[config.mk]
export PLATFORM = sky130hd
export DESIGN_NAME = timer_irq
export DESIGN_NICKNAME = d
export VERILOG_FILES = /design/src/rtl/timer_irq.sv
export SDC_FILE = /design/constraint.sdc
export NUM_CORES = 1
export LEC_CHECK = 0
export ABC_CLOCK_PERIOD_IN_PS = 3000
export CELL_PAD_IN_SITES_DETAIL_PLACEMENT = 0
export CELL_PAD_IN_SITES_GLOBAL_PLACEMENT = 2
export CORE_UTILIZATION = 34
export CTS_CLUSTER_DIAMETER = 30
export DETAILED_ROUTE_END_ITERATION = 7
export PLACE_DENSITY_LB_ADDON = 0.2
export RECOVER_POWER = 50
export SETUP_SLACK_MARGIN = 0.1
export SKIP_CTS_REPAIR_TIMING = 1
export SLEW_MARGIN = 10
export SYNTH_ARGS = -nofsm -noshare
export SYNTH_HDL_FRONTEND = slang
export SYNTH_SLANG_ARGS = --single-unit
[constraint.sdc]
create_clock -name clk -period 3 [get_ports clk]
set_input_delay 0.6 -clock clk [delete_from_list [all_inputs] [get_ports clk]]
set_output_delay 0.6 -clock clk [all_outputs]
set_load 0.05 [all_outputs]
[src/rtl/timer_irq.sv]
// rtl/timer_irq.sv - memory-mapped interval timer with sticky interrupt and system tick
//
// Purpose:
//   Interval timer on the MEM-stage data bus. Software loads a reload value
//   (TH) and a counter (TL) and enables counting through TCON. Each timer tick
//   increments TL; when TL is all-ones the next tick reloads it from TH and,
//   if interrupts are enabled, sets the sticky IS flag. IRQ is IE & IS taken
//   straight from flops. A free-running SYSTICK counter advances every clock.
//
// Register map (byte offsets from BASE_ADDR):
//   +0x0  TH       reload value                      R/W
//   +0x4  TL       counter                           R/W
//   +0x8  TCON     bit0 EN, bit1 IE, bit2 IS         R/W (IS: write 0 clears, 1 ignored)
//   +0xC  SYSTICK  free-running cycle counter        RO
//
// Ports:
//   clk        in   1   core clock
//   reset      in   1   asynchronous active-low reset
//   Addr       in  32   byte address (ALU result, MEM stage)
//   WriteData  in  32   store data
//   MemRead    in   1   load strobe
//   MemWrite   in   1   store strobe
//   ReadData   out 32   load data, combinational, 0 unless MemRead && Hit
//   Hit        out  1   Addr decodes to one of the four registers
//   IRQ        out  1   interrupt request to the control decoder

module timer_irq #(
    parameter logic [31:0] BASE_ADDR = 32'h4000_0000,
    parameter int          PRESCALE  = 1
) (
    input  logic        clk,
    input  logic        reset,
    input  logic [31:0] Addr,
    input  logic [31:0] WriteData,
    input  logic        MemRead,
    input  logic        MemWrite,
    output logic [31:0] ReadData,
    output logic        Hit,
    output logic        IRQ
);

    // Last value of the prescale counter; a tick fires on this count.
    localparam logic [15:0] PRE_LAST = 16'(PRESCALE - 1);

    localparam logic [1:0] SEL_TH      = 2'd0;
    localparam logic [1:0] SEL_TL      = 2'd1;
    localparam logic [1:0] SEL_TCON    = 2'd2;
    localparam logic [1:0] SEL_SYSTICK = 2'd3;

    // ------------------------------------------------------------------
    // State
    // ------------------------------------------------------------------
    logic [31:0] r_th;
    logic [31:0] r_tl;
    logic        r_en;
    logic        r_ie;
    logic        r_is;
    logic [31:0] r_systick;
    logic [15:0] r_pre;

    // ------------------------------------------------------------------
    // Address decode
    // ------------------------------------------------------------------
    // Decoding on the offset from BASE_ADDR rather than on raw address bits
    // keeps the window exact: addresses 16 bytes above or below the base
    // cannot alias onto a register. BASE_ADDR is word aligned, so the low
    // two offset bits equal Addr[1:0].
    logic [31:0] w_offset;
    logic [1:0]  w_sel;
    logic        w_hit;

    assign w_offset = Addr - BASE_ADDR;
    assign w_sel    = w_offset[3:2];
    assign w_hit    = (w_offset[31:4] == 28'd0) && (w_offset[1:0] == 2'b00);
    assign Hit      = w_hit;

    logic w_wr;
    logic w_wr_th;
    logic w_wr_tl;
    logic w_wr_tcon;

    assign w_wr      = MemWrite && w_hit;
    assign w_wr_th   = w_wr && (w_sel == SEL_TH);
    assign w_wr_tl   = w_wr && (w_sel == SEL_TL);
    assign w_wr_tcon = w_wr && (w_sel == SEL_TCON);
    // SYSTICK writes decode to nothing and are dropped.

    // ------------------------------------------------------------------
    // Prescaler and tick generation
    // ------------------------------------------------------------------
    logic w_en_rise;
    logic w_tick;
    logic w_ovf;

    // Enabling from the stopped state restarts the prescale period so the
    // first tick after enable is a full PRESCALE clocks away.
    assign w_en_rise = w_wr_tcon && WriteData[0] && !r_en;
    // Tick and overflow use the current (pre-write) EN/TL values; a write in
    // the same edge only changes what happens from the next edge onwards.
    assign w_tick    = r_en && (r_pre == PRE_LAST);
    assign w_ovf     = w_tick && (r_tl == 32'hFFFF_FFFF);

    always_ff @(posedge clk or negedge reset) begin
        if (!reset) begin
            r_pre <= 16'd0;
        end else if (w_en_rise) begin
            r_pre <= 16'd0;
        end else if (r_en) begin
            r_pre <= w_tick ? 16'd0 : r_pre + 16'd1;
        end
    end

    // ------------------------------------------------------------------
    // TH: plain register. A write racing a reload does not affect the
    // reload, because TL samples r_th before this edge updates it.
    // ------------------------------------------------------------------
    always_ff @(posedge clk or negedge reset) begin
        if (!reset) begin
            r_th <= 32'd0;
        end else if (w_wr_th) begin
            r_th <= WriteData;
        end
    end

    // ------------------------------------------------------------------
    // TL: software write has priority over both increment and reload.
    // ------------------------------------------------------------------
    always_ff @(posedge clk or negedge reset) begin
        if (!reset) begin
            r_tl <= 32'd0;
        end else if (w_wr_tl) begin
            r_tl <= WriteData;
        end else if (w_ovf) begin
            r_tl <= r_th;
        end else if (w_tick) begin
            r_tl <= r_tl + 32'd1;
        end
    end

    // ------------------------------------------------------------------
    // TCON control bits.
    // ------------------------------------------------------------------
    always_ff @(posedge clk or negedge reset) begin
        if (!reset) begin
            r_en <= 1'b0;
            r_ie <= 1'b0;
        end else if (w_wr_tcon) begin
            r_en <= WriteData[0];
            r_ie <= WriteData[1];
        end
    end

    // IS is sticky. Setting on overflow is checked first so that a clear
    // landing on the overflow edge cannot drop the interrupt. The overflow
    // is counted even when a TL write overrides the reload in that edge.
    // Software can only clear IS, never set it.
    always_ff @(posedge clk or negedge reset) begin
        if (!reset) begin
            r_is <= 1'b0;
        end else if (w_ovf && r_ie) begin
            r_is <= 1'b1;
        end else if (w_wr_tcon && !WriteData[2]) begin
            r_is <= 1'b0;
        end
    end

    // Both inputs are flops, so IRQ is glitch-free; clearing IE masks the
    // request while leaving IS pending.
    assign IRQ = r_ie & r_is;

    // ------------------------------------------------------------------
    // SYSTICK: free-running, independent of EN.
    // ------------------------------------------------------------------
    always_ff @(posedge clk or negedge reset) begin
        if (!reset) begin
            r_systick <= 32'd0;
        end else begin
            r_systick <= r_systick + 32'd1;
        end
    end

    // ------------------------------------------------------------------
    // Read mux: side-effect free, zero when not selected.
    // ------------------------------------------------------------------
    always_comb begin
        ReadData = 32'd0;
        if (MemRead && w_hit) begin
            case (w_sel)
                SEL_TH:      ReadData = r_th;
                SEL_TL:      ReadData = r_tl;
                SEL_TCON:    ReadData = {29'd0, r_is, r_ie, r_en};
                SEL_SYSTICK: ReadData = r_systick;
                default:     ReadData = 32'd0;
            endcase
        end
    end

endmodule
==> results of run 1 <==
cell usage after synthesis, drive strengths merged (6+ instances only):
| library cell | n | area [µm²] |
|---|---|---|
| mux2 | 33 | 372 |
| and4 | 6 | 53.8 |
| nand3 | 38 | 190 |
| mux2i | 32 | 320 |
| o211ai | 6 | 45.0 |
| nor2b | 13 | 81.3 |
| and3 | 21 | 133 |
| buf | 10 | 65.1 |
| nor4 | 22 | 168 |
| a22o | 14 | 123 |
| a31oi | 11 | 68.8 |
| xor2 | 18 | 158 |
| nand2 | 64 | 240 |
| nand4 | 19 | 134 |
| clkbuf | 30 | 133 |
| dfrtp | 115 | 2880 |
| nor3 | 11 | 55.1 |
| o31ai | 7 | 52.6 |
| o21ai | 19 | 98.9 |
| inv | 12 | 45.0 |
| a21oi | 58 | 290 |
| xnor2 | 35 | 307 |
| nor2 | 97 | 364 |
power by group through the flow:
stage | clock network, mW | registers (mW) | logic (mW)
CTS | 2.20 | 1.55 | 0.228
detailed placement | 0 | 1.58 | 0.227
global route | 2.28 | 1.55 | 0.254
global placement | 0 | 1.58 | 0.227
floorplan | 0 | 1.58 | 0.0674
finish | 2.16 | 1.55 | 0.234
routing by layer:
layer / track usage / vias to the layer above / wire length, µm
li1: - / 2872 / -
met1: 0.307 / 2967 / 10100
met2: 0.309 / 126 / 9480
met3: 0.0347 / 17 / 761
met4: 0.0515 / 0 / 197
met5: 0 / - / 0
flip-flops by register name, indices dropped and copies added, names as in the netlist:
| name | flops |
|---|---|
| r_is | 1 |
| r_pre | 16 |
| r_th | 32 |
| r_tl | 32 |
| r_systick | 32 |
| r_ie | 1 |
| r_en | 1 |
cells in the final DEF, fill, tap and decap left out, types with 7 or more instances in the layout:
cell type          n
nor2_1            67
xnor2_1           35
nor2b_1           13
nor3_1            11
nand3_1           38
nand2_1           63
nor4_1            14
and3_1            20
clkdlybuf4s50_1   45
dfrtp_1          115
nand4_1           18
a22o_1            14
o31ai_1            7
mux2_2            33
xor2_1            18
buf_12            37
clkbuf_16         19
buf_4             15
a31oi_1           11
nor2_4            30
dlymetal6s2s_1    21
inv_1             12
mux2i_1           32
o21ai_0           18
a21oi_1           58
layout make-up:
| class | count | share of cell area |
|---|---|---|
| clock buffers | 22 | 0.0498 |
| clock inverters | 9 | 0.0160 |
| inverters | 12 | 0.00473 |
| multi-input cells | 569 | 0.418 |
| flip-flops and latches | 115 | 0.302 |
| well taps | 265 | 0.0348 |
| repair buffers | 128 | 0.175 |
path summary, 6_finish.rpt:
path                       slack, ns          start  cells after the start             to
max                             0.16       Addr[30]                      8   ReadData[24]
min                             0.47  r_systick[31]                      1  r_systick[31]
max in group asynchronous       0.58          reset                      2       r_th[14]
min reg2reg                     0.47  r_systick[31]                      1  r_systick[31]
min in group asynchronous       0.49          reset                      1   r_systick[2]
max reg2reg                     0.44        r_tl[7]                      6       r_tl[18]
cells by family after synthesis:
group                    Yosys count
AO/OA/AOI/OAI                    138
XOR/XNOR                          53
adder cells (fa/ha/maj)            4
buffers and inverters             52
flip-flops                       115
multiplexers                      68
AND/OR/NAND/NOR                  306
==> impl_summary.log, run 1 <==
[metrics] status: finished, final reports clean
[metrics] ant diodes: 0
[metrics] post-synthesis mux area share: 0.112
[metrics] die extent in x: roughly 140 µm
[metrics] number of synthesis warnings: 0
[metrics] final setup skew: ~0.015 ns
[metrics] Power per Cell Area: 414 nW/µm²
[metrics] die extent in y: about 140 µm
[metrics] share of synthesized registers carrying an async set or reset: 1.00
[metrics] Layout Nets: between 900 and 1k
[metrics] count of mapped cells out of synthesis: between 700 and 800
[metrics] TNS Setup: 0 ns
[metrics] time the final worst path needs with I/O delays and setup: 2.84 ns
[metrics] Maximum Capacitance Violations: 0
[metrics] Post-Synthesis Cell Area: 6800 µm²
[metrics] First-pass DRT Iterations: 6
[metrics] Compound-Gate Fraction of Synth Area: 0.129
[metrics] switch share: 0.212
[metrics] Starting Density: 0.348
[metrics] total count of max-transition violations in the final report: 0
[metrics] number of global-route vias before repair: 5689
[metrics] First DRT Iteration DRCs: ~400
[metrics] critical path launch point type: input pin
[metrics] Reg power frac: 0.394
[metrics] pre-CTS setup slack: 0.0482 ns
[metrics] share of post-route cells with drive strength above 1: 0.206
[metrics] Clock power frac: 0.547
[metrics] Skew-Pair Late Insertion Delay: 0.42 ns
[metrics] gp weighted congestion: about 0.88
[metrics] overall routed net length: ~20 mm
[metrics] sort of element at the end of the critical path: primary output
[metrics] clock sink total: 115
[metrics] actual slew at the worst max-slew pin: roughly 1.4 ns
[metrics] worst slew margin relative to its limit: 0.0752
[metrics] post-layout instance count excluding filler cells: around 1.1k
[metrics] Buf/Inv on CP: 3
[metrics] number of synthesized flops with an enable pin: 0
[metrics] net switching power: between 800 and 900 µW
[metrics] Synth Area in Adders: 0.00736
[metrics] average vias per placed instance: between 5 and 6
[metrics] detail-routed net length per standard cell: 18.3 µm
[metrics] total via count in the routed design: between 5k and 6k
[metrics] number of placed instances, taps included: ~1.1k
[metrics] core box area: approximately 20000 µm²
[metrics] Power Internal: ~3.1 mW
[metrics] Final Hold Vio Count: 0
[metrics] cell type with the highest occurrence count on the critical path: nor2_4
[metrics] CTS tree: built
[metrics] static power due to leakage: approximately 4.2 nW
[metrics] HPWL after detailed placement: around 15 mm
[metrics] total CTS buffers: 17
[metrics] xor/xnor cell area share of the yosys netlist: 0.0682
[metrics] area used by multi-input combinational logic: 3980 µm²
[metrics] maximum buffer depth of the clock tree: 2
[metrics] growth of design area from synthesis to finish: 40.1%
[metrics] Final Cell Area: between 9000 and 10000 µm²
[metrics] final core utilization: 0.488
[metrics] Clock Root Buffer: clkbuf_16
[metrics] remaining routing DRC violations: 0
[metrics] Max stage delay cell, worst path: clkdlybuf4s50_1
[metrics] proportion of synthesized chip area in sequential cells: 0.423
[metrics] antenna violations before repair: 0
[metrics] number of I/O port buffers: about 100
[metrics] type of the worst min-delay path: reg -> reg
[metrics] post-CTS clock slew at the launch and capture registers of the worst setup and hold paths: 0.05 ns
[metrics] global-route usage over all layers: 0.207
[metrics] worst ir drop on vdd: about 320 µV
[metrics] RSZ-0062 raised after global routing: no
[metrics] area taken by flip-flops and latches: between 2000 and 3000 µm²
[metrics] total setup violations reported at the end of the flow: 0
[metrics] area fraction in and, or, nand and nor cells after synthesis: 0.225
[metrics] H-tree depth: 4
[metrics] Data required, critical path: approximately 2.4 ns
[metrics] worst-case hold slack: between 0.4 and 0.5 ns
[metrics] top_reg_cell synth: dfrtp_1
[metrics] total I/O pin count: a little over 100
[metrics] Largest delay share family, worst path: buffers and inverters
[metrics] floorplan row count: approximately 50
[metrics] worst endpoint data arrival time: ~2.2 ns
[metrics] combinational cell fraction of total power: 0.059
[metrics] largest family of logic cells by synthesized area: simple AND/OR/NAND/NOR gates
[metrics] synth unique cells: 56
[metrics] largest fanout on the critical path: 7
[metrics] least setup slack across all paths after layout: approximately 0.16 ns
[metrics] total power: 3.94 mW
[metrics] critical path start-end classification: in -> out
[metrics] #FFs+latches synth: 115
[metrics] worst path cell trace: clkdlybuf4s50_1, nor4b_4, nand4_1, nor2_4, nand2_4, clkbuf_16, nor2_4, buf_12
[metrics] total die area: around 20000 µm²
[metrics] highest clock frequency the design can meet: 352 MHz
[metrics] FILL cells: 1836
[metrics] standard cell area after detailed placement: between 8000 and 9000 µm²
[metrics] nets in the synthesized netlist: 808
[metrics] total congestion overflow after global routing: 0
[metrics] post-route clock period utilization: 0.946
[metrics] global-route wire length before repair: ~32 mm
[metrics] largest net degree at the start of global routing: 54
[metrics] Critical Path Max Stage Delay: ~0.47 ns
[metrics] Synth Area per Inst: 9.24 µm²
[metrics] DRT antenna net count: 0
Note: power is estimated with default switching activity, not from simulation.
==> run 2: changes to the inputs <==
- CORE_ASPECT_RATIO: default -> 0.9
==> run 2 against run 1 <==
  * Design area shrank 0.63%
  * Fmax decreased by 0.36%
  * Count of clock-buffer cells in the layout is 3 higher
  * Utilization barely moved
  * Global-route usage up 0.10 points
  * Via count shrank 0.33%
  * Sequential cell count unchanged
  * Sequential share of layout area rose by 0.19 points
  * Largest cell class unchanged
  * Largest power group unchanged
==> impl_summary.log, run 2 (synthesis results as in run 1) <==
[metrics] growth of design area from synthesis to finish: 39.2%
[metrics] Layout Nets: 917 (+0.22%)
[metrics] total count of max-transition violations in the final report: 0 (unchanged)
[metrics] post-CTS clock slew at the launch and capture registers of the worst setup and hold paths: 0.05 ns (about the same)
[metrics] standard cell area after detailed placement: 8620 µm² (+0.10%)
[metrics] largest net degree at the start of global routing: 54 (unchanged)
[metrics] share of post-route cells with drive strength above 1: 0.204 (-0.00141)
[metrics] type of the worst min-delay path: reg -> reg
[metrics] Maximum Capacitance Violations: 0 (unchanged)
[metrics] total CTS buffers: 17 (unchanged)
[metrics] HPWL after detailed placement: 14.7 mm (about the same)
[metrics] Skew-Pair Late Insertion Delay: 0.41 ns (about the same)
[metrics] Starting Density: 0.351 (+0.00229)
[metrics] Power per Cell Area: 406 nW/µm² (-1.8%)
[metrics] most frequent standard cell in the layout excluding fill and tap cells: dfrtp_1
[metrics] First DRT Iteration DRCs: 321 (-19%)
[metrics] number of I/O port buffers: 101 (unchanged)
[metrics] leading registers by flop count: r_systick (32), r_th (32), r_tl (32)
[metrics] ant diodes: 0 (unchanged)
[metrics] RSZ-0062 raised after global routing: no
[metrics] worst endpoint data arrival time: 2.25 ns (about the same)
[metrics] maximum buffer depth of the clock tree: 2 (unchanged)
[metrics] die extent in x: 151 µm (+5.3%)
[metrics] floorplan row count: 48 (-5.9%)
[metrics] remaining routing DRC violations: 0 (unchanged)
[metrics] critical path start-end classification: in -> out
[metrics] gp weighted congestion: 0.850 (-3.2%)
[metrics] clock sink total: 115 (unchanged)
[metrics] sort of element at the end of the critical path: primary output
[metrics] Clock Root Buffer: clkbuf_16
[metrics] number of global-route vias before repair: 5731 (+0.74%)
[metrics] total via count in the routed design: 5962 (-0.33%)
[metrics] most frequent cells in the layout: dfrtp_1 (115), nor2_1 (67), nand2_1 (63)
[metrics] largest fanout on the critical path: 8 (+1)
[metrics] critical path launch point type: input pin
[metrics] detail-routed net length per standard cell: 18.9 µm (+3.1%)
[metrics] global-route wire length before repair: 32.4 mm (about the same)
[metrics] highest clock frequency the design can meet: 351 MHz (-0.36%)
[metrics] time the final worst path needs with I/O delays and setup: 2.85 ns (+0.0103 ns)
[metrics] total die area: 20600 µm² (about the same)
[metrics] total power: 3.85 mW (-2.5%)
[metrics] worst ir drop on vdd: 326 µV (+0.46%)
[metrics] First-pass DRT Iterations: 5 (-1)
[metrics] antenna violations before repair: 0 (unchanged)
[metrics] die extent in y: 136 µm (-5.1%)
[metrics] core box area: 19400 µm² (-0.65%)
[metrics] status: finished, final reports clean
[metrics] global-route usage over all layers: 0.208 (+0.00103)
[metrics] static power due to leakage: 4.11 nW (-2.0%)
[metrics] DRT antenna net count: 0 (unchanged)
[metrics] least setup slack across all paths after layout: 0.152 ns (-0.0103 ns)
[metrics] total congestion overflow after global routing: 0 (unchanged)
[metrics] Final Hold Vio Count: 0 (unchanged)
[metrics] actual slew at the worst max-slew pin: 1.36 ns (-0.0231 ns)
[metrics] H-tree depth: 4 (unchanged)
[metrics] total I/O pin count: 102 (unchanged)
[metrics] Final Cell Area: 9470 µm² (-0.63%)
[metrics] total setup violations reported at the end of the flow: 0 (unchanged)
[metrics] Data required, critical path: 2.40 ns (about the same)
[metrics] post-route clock period utilization: 0.949 (+0.00342)
[metrics] average vias per placed instance: 5.39 (+0.93%)
[metrics] overall routed net length: 20.9 mm (+1.8%)
[metrics] final core utilization: 0.488 (about the same)
[metrics] CTS tree: built
[metrics] worst slew margin relative to its limit: 0.0905 (+0.0154)
[metrics] final setup skew: 0.00696 ns (-0.00825 ns)
[metrics] post-layout instance count excluding filler cells: 1106 (-1.3%)
[metrics] pre-CTS setup slack: 0.0277 ns (-0.0205 ns)
[metrics] number of placed instances, taps included: 1073 (-1.2%)
## run 2: per-layer routing
| metal | wire length (µm) | track usage | vias to the layer above | part of all wire |
|---|---|---|---|---|
| met1 | 10200 | 0.314 | 2955 | 0.49 |
| met2 | 9590 | 0.302 | 115 | 0.46 |
| li1 | - | - | 2876 | - |
| met5 | 0 | 0 | - | 0 |
| met3 | 945 | 0.0386 | 16 | 0.045 |
| met4 | 182 | 0.0500 | 0 | 0.0087 |
## run 2: worst max-delay path: stages
cell	delay, ns
clkdlybuf4s50_1	0.43
nor4_2	0.26
nand4_1	0.18
nor2_4	0.15
nand2_4	0.12
clkbuf_16	0.22
nor2_4	0.13
buf_12	0.14
## run 2: worst paths after layout
kind,start,end,slack [ns],cells past startpoint
min reg2reg,r_systick[31],r_systick[31],0.47,1
min in group asynchronous,reset,r_systick[6],0.49,1
max reg2reg,r_tl[7],r_tl[26],0.47,5
min,r_systick[31],r_systick[31],0.47,1
max,Addr[13],ReadData[5],0.15,8
max in group asynchronous,reset,r_tl[22],0.58,2
## run 2: power breakdown
group	internal [mW]	switching, mW	total (mW)
Sequential	1.55	0.0000000806	1.55
Combinational	0.114	0.130	0.243
Clock	1.36	0.689	2.05
Total	3.03	0.819	3.85
## run 2: through the flow
stage	hold slack, ns	TNS, ns
after floorplan	0.304	-0.0667
after global placement	0.463	0
after detailed placement	0.459	0
after CTS	0.263	0
after global routing	0.474	0
final	0.469	0
## run 2: layout make-up
cell class | instances | area [µm²]
Clock buffer | 25 | 485
Clock inverter | 5 | 100
Tap cell | 250 | 313
Inverter | 12 | 45.0
Fill cell | 1824 | 9930
Multi-Input combinational cell | 569 | 3980
Sequential cell | 115 | 2880
Timing Repair Buffer | 130 | 1670
